### src/rtl/ulpi_result_tx.sv
`default_nettype none
// ============================================================================
// ulpi_result_tx : queues 16-bit result words, sends each to UART Tx as two
// bytes, MSB first.                                          Revision 1.0
// ============================================================================
module ulpi_result_tx #(
  parameter int DEPTH = 16
) (
  input  logic        clk,
  input  logic        rst,
  input  logic        res_push,
  input  logic [15:0] res_msg,
  output logic        res_full,
  output logic        res_empty,
  output logic        res_overflow,
  input  logic        UART_Tx_FULL,
  output logic [7:0]  UART_Tx_DATA,
  output logic        UART_Tx_PUSH
);

  localparam int AW = $clog2(DEPTH);
  localparam logic [AW:0] PTR_ONE = {{AW{1'b0}}, 1'b1};

  localparam logic [1:0] S_IDLE    = 2'd0;
  localparam logic [1:0] S_LOAD    = 2'd1;
  localparam logic [1:0] S_SEND_HI = 2'd2;
  localparam logic [1:0] S_SEND_LO = 2'd3;

  logic [15:0] mem [DEPTH];
  logic [AW:0] wr_ptr;
  logic [AW:0] rd_ptr;
  logic [15:0] msg_r;
  logic [1:0]  state;
  logic [1:0]  state_nxt;
  logic        overflow_r;
  logic        push_ok;
  logic        pop;

  assign res_empty    = (wr_ptr == rd_ptr);
  assign res_full     = (wr_ptr == {~rd_ptr[AW], rd_ptr[AW-1:0]});
  assign res_overflow = overflow_r;
  assign push_ok      = res_push & ~res_full;

  // Storage carries no reset; resetting the pointers discards the contents.
  always_ff @(posedge clk) begin
    if (push_ok)
      mem[wr_ptr[AW-1:0]] <= res_msg;
  end

  always_ff @(posedge clk or negedge rst) begin
    if (!rst) begin
      wr_ptr     <= '0;
      rd_ptr     <= '0;
      msg_r      <= 16'h0000;
      overflow_r <= 1'b0;
    end else begin
      if (push_ok)
        wr_ptr <= wr_ptr + PTR_ONE;
      if (res_push && res_full)
        overflow_r <= 1'b1;
      if (pop) begin
        rd_ptr <= rd_ptr + PTR_ONE;
        msg_r  <= mem[rd_ptr[AW-1:0]];
      end
    end
  end

  always_ff @(posedge clk or negedge rst) begin
    if (!rst)
      state <= S_IDLE;
    else
      state <= state_nxt;
  end

  always_comb begin
    state_nxt = S_IDLE;
    case (state)
      S_IDLE:    state_nxt = res_empty ? S_IDLE : S_LOAD;
      S_LOAD:    state_nxt = S_SEND_HI;
      S_SEND_HI: state_nxt = UART_Tx_FULL ? S_SEND_HI : S_SEND_LO;
      S_SEND_LO: state_nxt = UART_Tx_FULL ? S_SEND_LO : S_IDLE;
      default:   state_nxt = S_IDLE;
    endcase
  end

  always_comb begin
    pop          = (state == S_LOAD) && !res_empty;
    UART_Tx_PUSH = ((state == S_SEND_HI) || (state == S_SEND_LO)) && !UART_Tx_FULL;
    UART_Tx_DATA = (state == S_SEND_HI) ? msg_r[15:8] : msg_r[7:0];
  end

endmodule
`default_nettype wire

### config.mk
export PLATFORM = sky130hd
export DESIGN_NAME = ulpi_result_tx
export DESIGN_NICKNAME = d
export VERILOG_FILES = /design/src/rtl/ulpi_result_tx.sv
export SDC_FILE = /design/constraint.sdc
export NUM_CORES = 1
export LEC_CHECK = 0
export ABC_CLOCK_PERIOD_IN_PS = 3900
export CAP_MARGIN = 20
export CORE_AREA = 5 5 147 149
export CTS_BUF_LIST = sky130_fd_sc_hd__clkbuf_8
export DETAILED_ROUTE_END_ITERATION = 8
export DIE_AREA = 0 0 152 154
export PLACE_DENSITY = 0.82
export SKIP_CTS_REPAIR_TIMING = 1
export SLEW_MARGIN = 10
export SYNTH_ARGS = -nofsm -noshare
export SYNTH_HDL_FRONTEND = slang
export SYNTH_SLANG_ARGS = --single-unit
### constraint.sdc
create_clock -name clk -period 3.9 [get_ports clk]
set_clock_uncertainty 0.2 [all_clocks]
set_input_delay 0.78 -clock clk [delete_from_list [all_inputs] [get_ports clk]]
set_output_delay 0.78 -clock clk [all_outputs]
set_load 0.02 [all_outputs]
==> reports/qor.yml <==
run_status:
  status: "completed"
yosys:
  async_flop_share: 0.102
  ys_ff_latch: 285
  synth_area_mm2: 0.0113
  ys_warn_count: 0
  synth_ff_type: "edfxtp_1"
  avgSynthCellArea_um2: 21.7
  yosysSeqAreaShare: 0.746
  synth_nets: 545
  syn_inst: 520
  ys_types: 32
  synth-edff-count: 256
finish:
  diodes: 0
  layout-drive-gt1-share: 0.291
  layout.nets: 618
  final_util: 0.642
  area_delta_synth_final_pct: 14.0
timing:
  finalSetupTns_ns: 0
  period_needed_ns: 3.73
  clock.fmax_mhz: 268
  worst_pin_slew_ns: 1.01
  finalHoldViolCount: 0
  post-route-period-util: 0.956
  hold_ws_ns: 0.256
  drv_slew: 0
  relSlewSlack: 0.324
  rsz0062_at_grt: "no"
  finalSetupViolations: 0
critical_path:
  criticalPathCategory: "flop to output port"
  crit_buf_inv: 1
  crit-reg2reg-launch: "wr_ptr[3]$_DFFE_PN0P_"
  path_delay_family: "flip-flops"
  worst_ep_arrival_time_ns: 2.75
  crit_slowest_cell: "dfrtp_1"
  crit_chain: "xnor2_1, nand4_1, nor2_1, clkdlybuf4s50_1"
  cp-start-kind: "flop"
  end_kind: "output port"
  crit_fanout: 18
  required_ns: 2.92
  startpoint: "wr_ptr[3]$_DFFE_PN0P_"
  slowest_delay_ns: 0.71
die:
  die-area_mm2: 0.0234
  die_x_um: 152
  start_util: 0.563
  rows: 52
  fp.dieH_um: 154
  core_area_mm2: 0.0200
  io_pins: 32
cts:
  path_clk_slew_ns: 0.06
  cts_sinks: 285
  clock_path_buffers: 3
  clock_latency_ns: 0.55
  cts_htree_levels: 2
  cts_tree: "built"
  clock-root-buffer: "clkbuf_8"
  numCtsBuffers: 44
detailed_routing:
  ant_nets: 0
  via_per_inst: 6.12
  vias: 5499
  dr.pass1.iters: 5
  drt_iter0_drc: 545
  wl_per_cell_um: 25.5
  drc: 0
  totalWireLength_um: 22900
global_route:
  grt_pass1_wl_um: 35000
  grt_max_degree: 69
  grt_pass1_vias: 5798
  overflow: 0
  track_usage: 0.198
  antenna_found_initial: 1
run:
  cap_violations: 0
power_and_ir_drop:
  p_per_area_mw_per_mm2: 725
  ir_drop_mv: 0.435
  power.leakage_nw: 4.38
  total_power_mw: 9.32
place:
  portBuffers: 31
  dp_hpwl_um: 13200
  place.gp.congestion: 0.848
worst_hold_path:
  hold_class: "flop to flop"
  hp-start: "res_overflow$_DFFE_PN0P_"
## cell usage in the layout (no fill, tap or decap), types with 10 or more instances in the layout
| cell | count |
|---|---|
| edfxtp_1 | 256 |
| mux4_2 | 63 |
| mux2i_1 | 47 |
| clkbuf_8 | 45 |
| clkdlybuf4s50_1 | 31 |
| mux2_2 | 27 |
| dfrtp_1 | 25 |
| buf_4 | 25 |
| inv_1 | 18 |
| xnor2_1 | 13 |
| clkinv_1 | 10 |
## layer usage
layer | GRT usage | part of all wire
met1 | 0.279 | 0.41
met4 | 0.0638 | 0.025
met2 | 0.315 | 0.49
met5 | 0 | 0
met3 | 0.0427 | 0.074
## sequential cells by signal, indices dropped and copies added, names as in the netlist
name	flops
res_overflow	1
msg_r	16
wr_ptr	5
mem	256
rd_ptr	5
state	2
## metrics by stage
stage               instances  area [µm²]  worst slack [ns]
finish                    898       12900             0.170
global route              898       12900           0.00266
CTS                       898       12900             0.189
detailed placement        817       12000             0.676
global placement          817       12000             0.779
floorplan                 520       11300             0.324
## worst paths after layout
check,to,slack (ns),depth (start not counted)
worst max register to register,mem[10][2]$_DFFE_PP_,0.79,5
max in group asynchronous,msg_r[12]$_DFFE_PN0P_,2.28,2
worst min-delay path,res_overflow$_DFFE_PN0P_,0.26,1
min in group asynchronous,rd_ptr[1]$_DFFE_PN0P_,0.49,1
worst min register to register,res_overflow$_DFFE_PN0P_,0.26,1
worst max-delay path,res_full,0.17,4
## area by class of cell
cell class / instances / area (µm²)
clock buffer: 45 / 619
clock inverter: 36 / 216
fill: 1339 / 7180
inverter: 5 / 18.8
multi-input combinational: 200 / 2730
sequential: 285 / 8420
tap: 270 / 338
timing repair buffer: 57 / 518
## report_power, final
part	switching, mW	internal, mW
Combinational	1.56	1.43
Sequential	0.223	3.78
Clock	1.11	1.22
## synth_stat cells (5+ instances only)
cell | number | area, µm²
and4b_1 | 8 | 80.1
buf_2 | 15 | 75.1
clkbuf_1 | 10 | 37.5
dfrtp_1 | 29 | 726
edfxtp_1 | 256 | 7690
ha_1 | 5 | 62.6
mux2_2 | 27 | 304
mux2i_1 | 47 | 470
mux4_2 | 63 | 1420
nor2_1 | 7 | 26.3
xnor2_1 | 13 | 114
## cells by family after synthesis
logic type	synth area share
adder cells (fa/ha/maj)	0.00554
multiplexers	0.194
flip-flops	0.746
AND/OR/NAND/NOR	0.0182
XOR/XNOR	0.0109
AO/OA/AOI/OAI	0.0108
buffers and inverters	0.0146
No activity file was read; power rests on OpenSTA's default activity.
